`config.mk`:
```
export PLATFORM = sky130hd
export DESIGN_NAME = dm_arbiter
export DESIGN_NICKNAME = d
export VERILOG_FILES = /design/src/rtl/dm_arbiter.sv
export SDC_FILE = /design/constraint.sdc
export NUM_CORES = 1
export LEC_CHECK = 0
export CORE_MARGIN = 5
export CORE_UTILIZATION = 30
export CTS_CLUSTER_DIAMETER = 50
export DETAILED_ROUTE_END_ITERATION = 10
export HOLD_SLACK_MARGIN = 0.03
export PLACE_DENSITY = 0.79
export SLEW_MARGIN = 25
export SYNTH_ARGS = -nofsm -noshare
export SYNTH_HDL_FRONTEND = slang
export SYNTH_SLANG_ARGS = --single-unit
```
`constraint.sdc`:
```
create_clock -name clock -period 2.4 [get_ports clock]
set_clock_uncertainty 0.1 [all_clocks]
set_input_delay 0.6 -clock clock [delete_from_list [all_inputs] [get_ports clock]]
set_output_delay 0.6 -clock clock [all_outputs]
set_load 0.02 [all_outputs]
```
`src/rtl/dm_arbiter.sv`:
```
// Round-robin arbiter giving NCORES cores shared access to one single-port data memory.
// Writes occupy the memory port for two cycles, reads for three (the last returns rdata).
module dm_arbiter #(
    parameter int NCORES = 4,
    parameter int AW     = 16,
    parameter int DW     = 16
) (
    input  logic                 clock,
    input  logic                 reset_n,
    input  logic [NCORES-1:0]    req,
    input  logic [NCORES-1:0]    we,
    input  logic [NCORES*AW-1:0] addr,
    input  logic [NCORES*DW-1:0] wdata,
    output logic [NCORES-1:0]    gnt,
    output logic [NCORES-1:0]    rvalid,
    output logic [DW-1:0]        rdata,
    output logic                 mem_en,
    output logic                 mem_we,
    output logic [AW-1:0]        mem_addr,
    output logic [DW-1:0]        mem_wdata,
    input  logic [DW-1:0]        mem_rdata
);

    localparam int IW = (NCORES > 1) ? $clog2(NCORES) : 1;

    typedef enum logic [1:0] {IDLE, ACCESS, RESP} state_t;

    state_t          state, state_nxt;
    logic [IW-1:0]   ptr;
    logic [IW-1:0]   idx;
    logic [IW-1:0]   win_idx;
    logic [IW-1:0]   ptr_nxt;
    logic            win_found;

    // NOTE: every variable assigned in an always_comb gets a default first, so no path infers a latch.
    always_comb begin
        win_found = 1'b0;
        win_idx   = '0;
        for (int k = 0; k < NCORES; k++) begin
            if (!win_found && req[(int'(ptr) + k) % NCORES]) begin
                win_found = 1'b1;
                win_idx   = IW'((int'(ptr) + k) % NCORES);
            end
        end
        ptr_nxt = (win_idx == IW'(NCORES - 1)) ? '0 : win_idx + IW'(1);
    end

    always_comb begin
        state_nxt = state;
        case (state)
            IDLE:    if (win_found) state_nxt = ACCESS;
            ACCESS:  state_nxt = mem_we ? IDLE : RESP;
            RESP:    state_nxt = IDLE;
            default: state_nxt = IDLE;
        endcase
    end

    // NOTE: sequential state uses non-blocking assignments so every register samples pre-edge values.
    always_ff @(posedge clock or negedge reset_n) begin
        if (!reset_n) state <= IDLE;
        else          state <= state_nxt;
    end

    // Strobes default low each cycle; the access registers double as mem_addr/mem_wdata and hold.
    always_ff @(posedge clock or negedge reset_n) begin
        if (!reset_n) begin
            ptr       <= '0;
            idx       <= '0;
            gnt       <= '0;
            rvalid    <= '0;
            rdata     <= '0;
            mem_en    <= 1'b0;
            mem_we    <= 1'b0;
            mem_addr  <= '0;
            mem_wdata <= '0;
        end else begin
            gnt    <= '0;
            rvalid <= '0;
            mem_en <= 1'b0;
            mem_we <= 1'b0;
            case (state)
                IDLE: begin
                    if (win_found) begin
                        ptr       <= ptr_nxt;
                        idx       <= win_idx;
                        gnt       <= NCORES'(1) << win_idx;
                        mem_en    <= 1'b1;
                        mem_we    <= we[win_idx];
                        mem_addr  <= addr[int'(win_idx)*AW +: AW];
                        mem_wdata <= wdata[int'(win_idx)*DW +: DW];
                    end
                end
                RESP: begin
                    rdata  <= mem_rdata;
                    rvalid <= NCORES'(1) << idx;
                end
                default: ;
            endcase
        end
    end

endmodule

```
### Word level (Yosys, flattened, before mapping)

Index checks and enable logic that the tools add are counted.

* word-level logic and storage cells: 73
* latch bits: 0
* memories kept: 0
* bits in read-only memories: 0
* memory bits (writable): 0
* input bits: 154
* flip-flop bits (word level): 64

* divide/modulo/power cells: 0
* equal/unequal tests: 4
* multipliers: 0
* magnitude comparators: 5
* bitwise logic cells: 3
* reductions and logical operators: 11
* shift operators: 4
* add/sub/neg operators: 4
* muxes and demuxes: 32

Operator list (number)
* $shiftx A64 B7 Y16: 2
* $mux W1: 16
* $mux W2: 7
* $lt A3 B4 Y1 const B: 3
* $mux W4: 3
* $bmux W1 S2: 5
* $shl A1 B2 Y4 const A: 2
* $lt A2 B3 Y1 const B: 2
* $reduce_or A2 Y1: 3
* $add A2 B1 Y2 const B: 2
* $add A2 B2 Y2 const B: 2
* $eq A2 B2 Y1 const B: 2
* $pmux W2 S2: 1
* $and A1 B1 Y1 const A: 3
* $logic_and A1 B1 Y1: 3
* $logic_not A1 Y1: 3
* $eq A2 B1 Y1 const B: 1
* $logic_not A2 Y1: 1
* $ne A2 B2 Y1 const B: 1
* $reduce_and A2 Y1: 1

### Longest topological paths before layout

Gate-level depths: netlist of run 1.

* depth in word-level cells: 18
* mapped depth: 8

### Least setup slack after synthesis of run 1

No wires, ideal clock.

* path kind: input -> register
* start: input req[0]
* end: register mem_addr[15]
* library setup time: 0.142 ns
* arrival: 1.700 ns
* setup slack: 0.458 ns
* data required time: 2.158 ns
* stages: 8
* path buffers: 2
* cells stage by stage: inv_1 -> o22ai_1 -> a211oi_4 -> inv_2 -> buf_6 -> buf_6 -> mux2i_1 -> o221ai_1

* cells in the longest elaborated chain, start to end: 13
* elaborated cells on any way between the ends: 27
* classes of those cells: 1 x shift; 19 x mux; 7 x reduce/logical

RTL lines
* start, declared: RTL line 10 `input logic [NCORES-1:0] req,`
* $bmux W1 S2: RTL line 40 `if (!win_found && req[(int'(ptr) + k) % NCORES]) begin`
* $mux W1 (not written as such): RTL line 40
* $mux W1: RTL line 40
* $logic_not A1 Y1: RTL line 40
* $logic_and A1 B1 Y1: RTL line 40
* $mux W1: RTL line 40
* $logic_not A1 Y1: RTL line 40
* $logic_and A1 B1 Y1: RTL line 40
* $mux W1: RTL line 40
* $logic_not A1 Y1: RTL line 40
* $logic_and A1 B1 Y1: RTL line 40
* $mux W2 *: RTL line 40
* via win_idx[0]: RTL line 31 `logic [IW-1:0] win_idx;`
* $shiftx A64 B7 Y16 *: RTL line 89 `mem_addr <= addr[int'(win_idx)*AW +: AW];`
* end signal, assigned: RTL line 89
* end, declared: RTL line 19 `output logic [AW-1:0] mem_addr,`

Mark *: on every way through the listed nets, which the timed path passes. The rest lies on a longest branch. The select of a mux whose other input is x is not followed.
A chain may end at the register's enable or synchronous reset.

### Worst setup path after layout of run 1

* start: input req[2]
* end: register mem_addr[7]

Same word-level chain as after synthesis.

==> run metrics, run 1 <==
flops & latches, synth=64; Final GP Congestion=0.7895; port bufs=about 210; R2R cell count=8; Filler Cell Count=946; setup bufs post-CTS=0; Synth Flop Type=dfrtp_1; Post-Layout Cell Count=654; vias per std cell=4.807; CTS buffer count=9; Final Hold Violating Endpoints=0; ANT cells=0; Worst Tran Pin Value=346.5 ps; clk root buf=clkbuf_8; Clk Latency, worst-skew pair=330 ps; YS warnings=0; io pins=roughly 210; fin crit share=0.9537; setup TNS=0 ps; final WL=10470 µm; drc violations=0; CTS Hold Bufs=0; average wire per standard cell=between 15 and 20 µm; Hold Crit Class=input port to async pin; Reg clk slew, reported paths=70 ps; Power Dens Cells=1128 nW/µm²; Post-Syn Area=3259 µm²; Static Leak=around 2.6 nW; Slew headroom=0.7690; total of max-cap violations=0; number of enable flip-flop cells after synthesis=0; via count=roughly 3100; CTS Buffer Depth=2; ANT nets after route=0; total power draw=between 6 and 7 mW; fmax=436.9 MHz; WP data required=2500 ps; core area=around 11000 µm²; Syn Area/Cell=between 10 and 15 µm²; post-layout net count=667; Synth async-reset ratio=1.000; H-tree level count=3; Sink Count=64; die extent in y=114.2 µm; Mapped Cells=276; final instance area=5978 µm²; Initial Utilization=0.3033; share of layout cells above drive strength 1=0.1459; RSZ-0062 raised after global routing=no; CTS tree=yes; minimum clock period after layout=roughly 2300 ps; Worst EP arrival=around 2400 ps; chip width=114.2 µm; library cells used by synthesis=31; critical path class=input port to flip-flop; Total GRT Usage=0.1611; DP HPWL=8483 µm; Peak VDD IR=0.0005279 V; GRT overflow=0; status=complete, no violations; Die Area=~13000 µm²; fin. max-slew vios=0; global-route wire length before repair=16760 µm; critical path fanouts, max=18; drt pass-1 iters=4; register area=approximately 1600 µm²; multi-input logic area=about 1500 µm²; syn_nets=434; synth-to-layout area growth=83.42%; row count=38; Placed Cells=638; CP Launch Type=input port; Final Setup Violations=0; 1st-iter DRT viols=a little under 70; placed instance area=5784 µm²; CP endpoint kind=flip-flop; vias in the first global route=3474; Seq/Total Area, Yosys=0.4914; initial antenna violation count=0; largest net degree at the start of global routing=65
-- layout make-up --
| class | count | area share |
|---|---|---|
| repair buffers | 241 | 0.4111 |
| flip-flops and latches | 64 | 0.2679 |
| multi-input cells | 186 | 0.2558 |
| well taps | 140 | 0.02930 |
| clock buffers | 10 | 0.02135 |
| clock inverters | 6 | 0.01005 |
| inverters | 7 | 0.004604 |
-- logic make-up after synthesis --
logic type | Yosys count | synth area share
DFF | 64 | 0.4914
adders and majority gates | 4 | 0.01536
muxes | 81 | 0.2549
buffers and inverters | 26 | 0.04184
and+or+nand+nor | 59 | 0.08292
AOI/OAI and AO/OA | 42 | 0.1136
-- worst max-delay path: stages --
cell and delay (ps):
clkdlybuf4s50_1 470, inv_1 120, o22ai_2 100, a211oi_4 270
clkinv_2 120, buf_12 180, buf_4 170, mux2i_1 200
o221ai_1 140
-- stage by stage --
step,hold slack (ps),util,setup WS [ps]
2_1_floorplan,204.4,-,457.7
3_3_place_gp,336.6,0.5383,-149.6
3_5_place_dp,362.3,0.5383,-268.1
4_1_cts,180.6,0.5558,109.4
5_1_grt,196.3,0.5564,38.29
6_report,167.4,0.5564,111.2
-- layout by cell type (no fill, tap or decap), drive strengths merged --
| cell | instances |
|---|---|
| and3b | 1 |
| a21oi | 3 |
| mux2i | 65 |
| clkdlybuf4s50 | 210 |
| buf | 31 |
| and3 | 1 |
| mux2 | 16 |
| nand2b | 2 |
| o22ai | 1 |
| ha | 4 |
| o21ai | 1 |
| o221ai | 32 |
| nor2 | 4 |
| clkinvlp | 2 |
| dfrtp | 64 |
| clkbuf | 10 |
| and2 | 4 |
| a211oi | 3 |
| nor2b | 2 |
| nor3b | 3 |
| a311o | 1 |
| inv | 6 |
| bufinv | 1 |
| clkinv | 4 |
| a311oi | 1 |
| nand2 | 42 |
-- synth_stat cells (2+ instances only) --
master / count / area [µm²]
a211oi_1: 2 / 15.01
a21oi_1: 2 / 10.01
and2_1: 4 / 25.02
buf_2: 10 / 50.05
buf_6: 3 / 33.78
clkbuf_1: 4 / 15.01
dfrtp_1: 64 / 1602
ha_1: 4 / 50.05
inv_1: 3 / 11.26
inv_2: 4 / 15.01
mux2_2: 16 / 180.2
mux2i_1: 65 / 650.6
nand2_1: 40 / 150.1
nand2_2: 2 / 12.51
nor2_1: 3 / 11.26
nor2b_1: 2 / 12.51
nor3b_1: 3 / 22.52
o221ai_1: 32 / 280.3
-- what timing repair did --
item                                    CTS  global route
hold endpoints to repair                  0             0
endpoints found under the setup margin    0             1
resized for setup                         0             1
-- state kept, by name, summed over array words and instances (netlist names) --
signal,flops
ptr,2
mem_wdata,16
mem_en,1
mem_addr,16
idx,2
rvalid,4
rdata,16
gnt,4
mem_we,1
state,2
-- final timing paths --
| path | start | endpoint | slack (ps) |
|---|---|---|---|
| max reg2reg | ptr[0] | mem_addr[7] | 420 |
| max | req[2] | mem_addr[7] | 110 |
| max in group asynchronous | reset_n | mem_addr[11] | 1730 |
| min reg2reg | mem_we | state[1] | 360 |
| min in group clock | mem_we | state[1] | 360 |
| min | reset_n | ptr[0] | 170 |
-- layer usage --
metal  part of all wire  up-vias  routed length (µm)  global-route usage
met3               0.11       20                1176             0.07294
li1                   -     1476                   -                   -
met2               0.52      156                5422              0.2830
met4              0.022        0                 235             0.06413
met5                  0        -                   0                   0
met1               0.35     1492                3634              0.1670
-- report_power, final --
| group | switching, mW | internal, mW |
|---|---|---|
| Clock | 0.408 | 0.474 |
| Sequential | 0.276 | 1.59 |
| Combinational | 1.89 | 2.10 |
| Total | 2.57 | 4.17 |
(Power assumes the default switching activity.)
==> run 2, diff against run 1 <==
--- a/config.mk
+++ b/config.mk
@@ -5,12 +5,13 @@
 export SDC_FILE = /design/constraint.sdc
 export NUM_CORES = 1
 export LEC_CHECK = 0
+export ABC_AREA = 1
 export CORE_MARGIN = 5
 export CORE_UTILIZATION = 30
 export CTS_CLUSTER_DIAMETER = 50
 export DETAILED_ROUTE_END_ITERATION = 10
 export HOLD_SLACK_MARGIN = 0.03
-export PLACE_DENSITY = 0.79
+export PLACE_DENSITY = 0.74
 export SLEW_MARGIN = 25
 export SYNTH_ARGS = -nofsm -noshare
 export SYNTH_HDL_FRONTEND = slang
==> run metrics, run 2 <==
vias in the first global route=4268 (+23%); Simple-Gate Fraction of Synth Area=0.4200 (+0.3371); Slew headroom=0.4745 (-0.2945); Finished Core Util=0.5168 (-0.03960); slowest stage cell, crit path=clkdlybuf4s50_1; Final Setup Violations=0 (unchanged); Synth area leader=dfrtp_1; io pins=212 (unchanged); Mapped Cells=589 (+110%); final worst slack=171.2 ps (+59.99 ps); number of enable flip-flop cells after synthesis=0 (unchanged); row count=42 (+11%); Flop pwr share=0.173 (-0.104); drc violations=0 (unchanged); final WL=12950 µm (+24%); dpl ws=-193.9 ps (+74.15 ps); status=complete, no violations; CP Launch Type=input port; CP endpoint kind=flip-flop; share of the synthesized area in the top cell type=0.4030 (-0.08834); Total GRT Usage=0.1616 (+0.0004933); CP most frequent cell=nand2_1; syn_nets=747 (+72%); Clock power frac=0.128 (-0.003); die extent in y=125.1 µm (+9.5%); placed instance area=6417 µm² (+11%); CTS tree=yes; R2R cell count=12 (+4); total power draw=11.03 mW (+64%); total of max-cap violations=0 (unchanged); fraction of synthesized area in multiplexers=0.04534 (-0.2096); average wire per standard cell=13.16 µm (-18%); Post-Syn Area=3974 µm² (+22%); Peak VDD IR=0.0008506 V (+61%); chip width=125.1 µm (+9.5%); critical path fanouts, max=4 (-14); Compound-Gate Fraction of Synth Area=0.006927 (-0.1067); Power Dens Cells=1625 nW/µm² (+44%); most frequent cells in the layout=nand2_1, clkdlybuf4s50_1, inv_1; setup bufs post-CTS=0 (unchanged); ANT cells=0 (unchanged); clk root buf=clkbuf_16; Syn Area/Cell=6.747 µm² (-43%); fin crit share=0.9287 (-0.02500); library cells used by synthesis=23 (-26%); GRT overflow=0 (unchanged); flops & latches, synth=64 (unchanged); Reg clk slew, reported paths=60 ps (about the same); largest net degree at the start of global routing=41 (-37%); share of layout cells above drive strength 1=0.09158 (-0.05433); count leader, synth=nand2_1; Static Leak=3.411 nW (+30%); H-tree level count=3 (unchanged); global-route wire length before repair=21020 µm (+25%); CTS Buffer Depth=2 (unchanged); core area=13140 µm² (+22%); via count=4353 (+38%); most common cell after layout, fill and taps aside=nand2_1; ANT nets after route=0 (unchanged); Clk Latency, worst-skew pair=320 ps (about the same); CTS buffer count=9 (unchanged); xor and xnor area share after synthesis=0 (unchanged); Hold Crit Class=input port to async pin; Final Hold Violating Endpoints=0 (unchanged); vias per std cell=4.424 (-8.0%); Initial Utilization=0.3025 (-0.0008540); post-layout net count=961 (+44%); DP HPWL=9951 µm (+17%); Worst EP arrival=2320 ps (-70 ps); CP peak stage delay=470 ps (about the same); 1st-iter DRT viols=152 (+120%); Synth Area in Adders=0.01259 (-0.002761); RSZ-0062 raised after global routing=yes; top cells by area, synth=dfrtp_1, nand2_1, nand3_1, inv_1, mux2_2; Sw Pwr=5.169 mW (+100%); sw frac=0.4687 (+0.08686); Worst Tran Pin Value=786.3 ps (+439.9 ps); largest family of logic cells by synthesized area=simple AND/OR/NAND/NOR gates; final instance area=6789 µm² (+14%); Die Area=15650 µm² (+20%); Seq/Total Area, Yosys=0.4030 (-0.08834); minimum clock period after layout=2229 ps (-59.99 ps); Top Registers=mem_addr: 16 flops, mem_wdata: 16 flops, rdata: 16 flops; initial antenna violation count=1 (+1); Reg2Reg Setup Slack=220 ps (-200 ps); Pint=5.860 mW (+41%); WP data required=2490 ps (about the same); Final GP Congestion=0.8104 (+2.6%); fmax=448.7 MHz (+2.7%); YS warnings=0 (unchanged); port bufs=211 (unchanged); drt pass-1 iters=6 (+2); critical path class=input port to flip-flop; fin. max-slew vios=0 (unchanged); Synth top cells by count=nand2_1, inv_1, dfrtp_1; Sink Count=64 (unchanged); CP Cell Sequence=clkdlybuf4s50_1, inv_1, nand2_1, nand3_1, nand2_2, inv_2, nand2_1, nand2_2, nand3_4, inv_4, ha_1, nand2_1, o21ai_0; synth-to-layout area growth=70.84%; Synth Flop Type=dfrtp_1; Synth async-reset ratio=1.000 (unchanged); Comb pwr share=0.699 (+0.107)
[run 2: cell count changes in the layout (fill, tap and decap cells not counted), sizes merged, moves of 7 or more]
cell,delta
nand2,+257
nor2,+7
inv,+69
buf,-8
nand3,+55
o221ai,-32
mux2i,-65
nand4,+26
[run 2: what timing repair did]
action,CTS,global route
gates resized for setup,0,5
hold buffers,0,0
hold endpoints to repair,0,0
setup endpoints to repair,0,10
[run 2: stage by stage]
stage / TNS (ps) / instances / hold WS (ps)
floorplan: 0 / 589 / 204.4
global placement: -4446 / 967 / 316.4
detailed placement: -5571 / 967 / 347.0
CTS: 0 / 983 / 97.65
global route: -34.10 / 984 / 112.8
finish: 0 / 984 / 84.10
[run 2: path summary, 6_finish.rpt]
path / startpoint / to
worst max-delay path: req[3] / ptr[1]
worst min-delay path: reset_n / rdata[14]
worst max register to register: ptr[0] / ptr[1]
worst min register to register: mem_we / state[1]
max in group asynchronous: reset_n / mem_wdata[14]
min in group clock: mem_we / state[1]
[run 2: cell families (layout without fill, tap and decap cells)]
family / Yosys count / after routing
and+or+nand+nor: 396 / 396
buffers and inverters: 104 / 323
DFF: 64 / 64
muxes: 16 / 16
AOI/OAI and AO/OA: 5 / 5
adders and majority gates: 4 / 4
[run 2: area by class of cell]
| type | count | area [µm²] |
|---|---|---|
| multi-input cells | 421 | 1939 |
| repair buffers | 234 | 2420 |
| flip-flops and latches | 64 | 1602 |
| inverters | 73 | 281.5 |
| clock buffers | 9 | 225.2 |
| fillers | 1233 | 6349 |
| clock inverters | 7 | 101.3 |
| well taps | 176 | 220.2 |
[run 2: worst max-delay path: cells and delay by family]
family          cells  cell delay (ps)
fa+ha+maj           1              290
simple gates        7              690
buf+inv             4              650
compound gates      1               80
[run 2: power by group through the flow]
stage	combinational (mW)	clock, mW	sequential (mW)
3_3_place_gp	7.53	0	1.90
5_1_grt	8.66	1.51	1.97
4_1_cts	7.62	1.46	1.91
2_1_floorplan	4.24	0	2.41
3_5_place_dp	7.60	0	1.92
6_report	7.71	1.41	1.91
[run 2: per-layer routing]
| metal | up-vias | share of wire | routed length [µm] | GRT usage |
|---|---|---|---|---|
| met5 | - | 0.0010 | 13 | 0 |
| met4 | 2 | 0.014 | 176 | 0.03444 |
| met3 | 18 | 0.075 | 976 | 0.05160 |
| met2 | 151 | 0.48 | 6224 | 0.2724 |
| met1 | 1924 | 0.43 | 5555 | 0.2039 |
| li1 | 2258 | - | - | - |
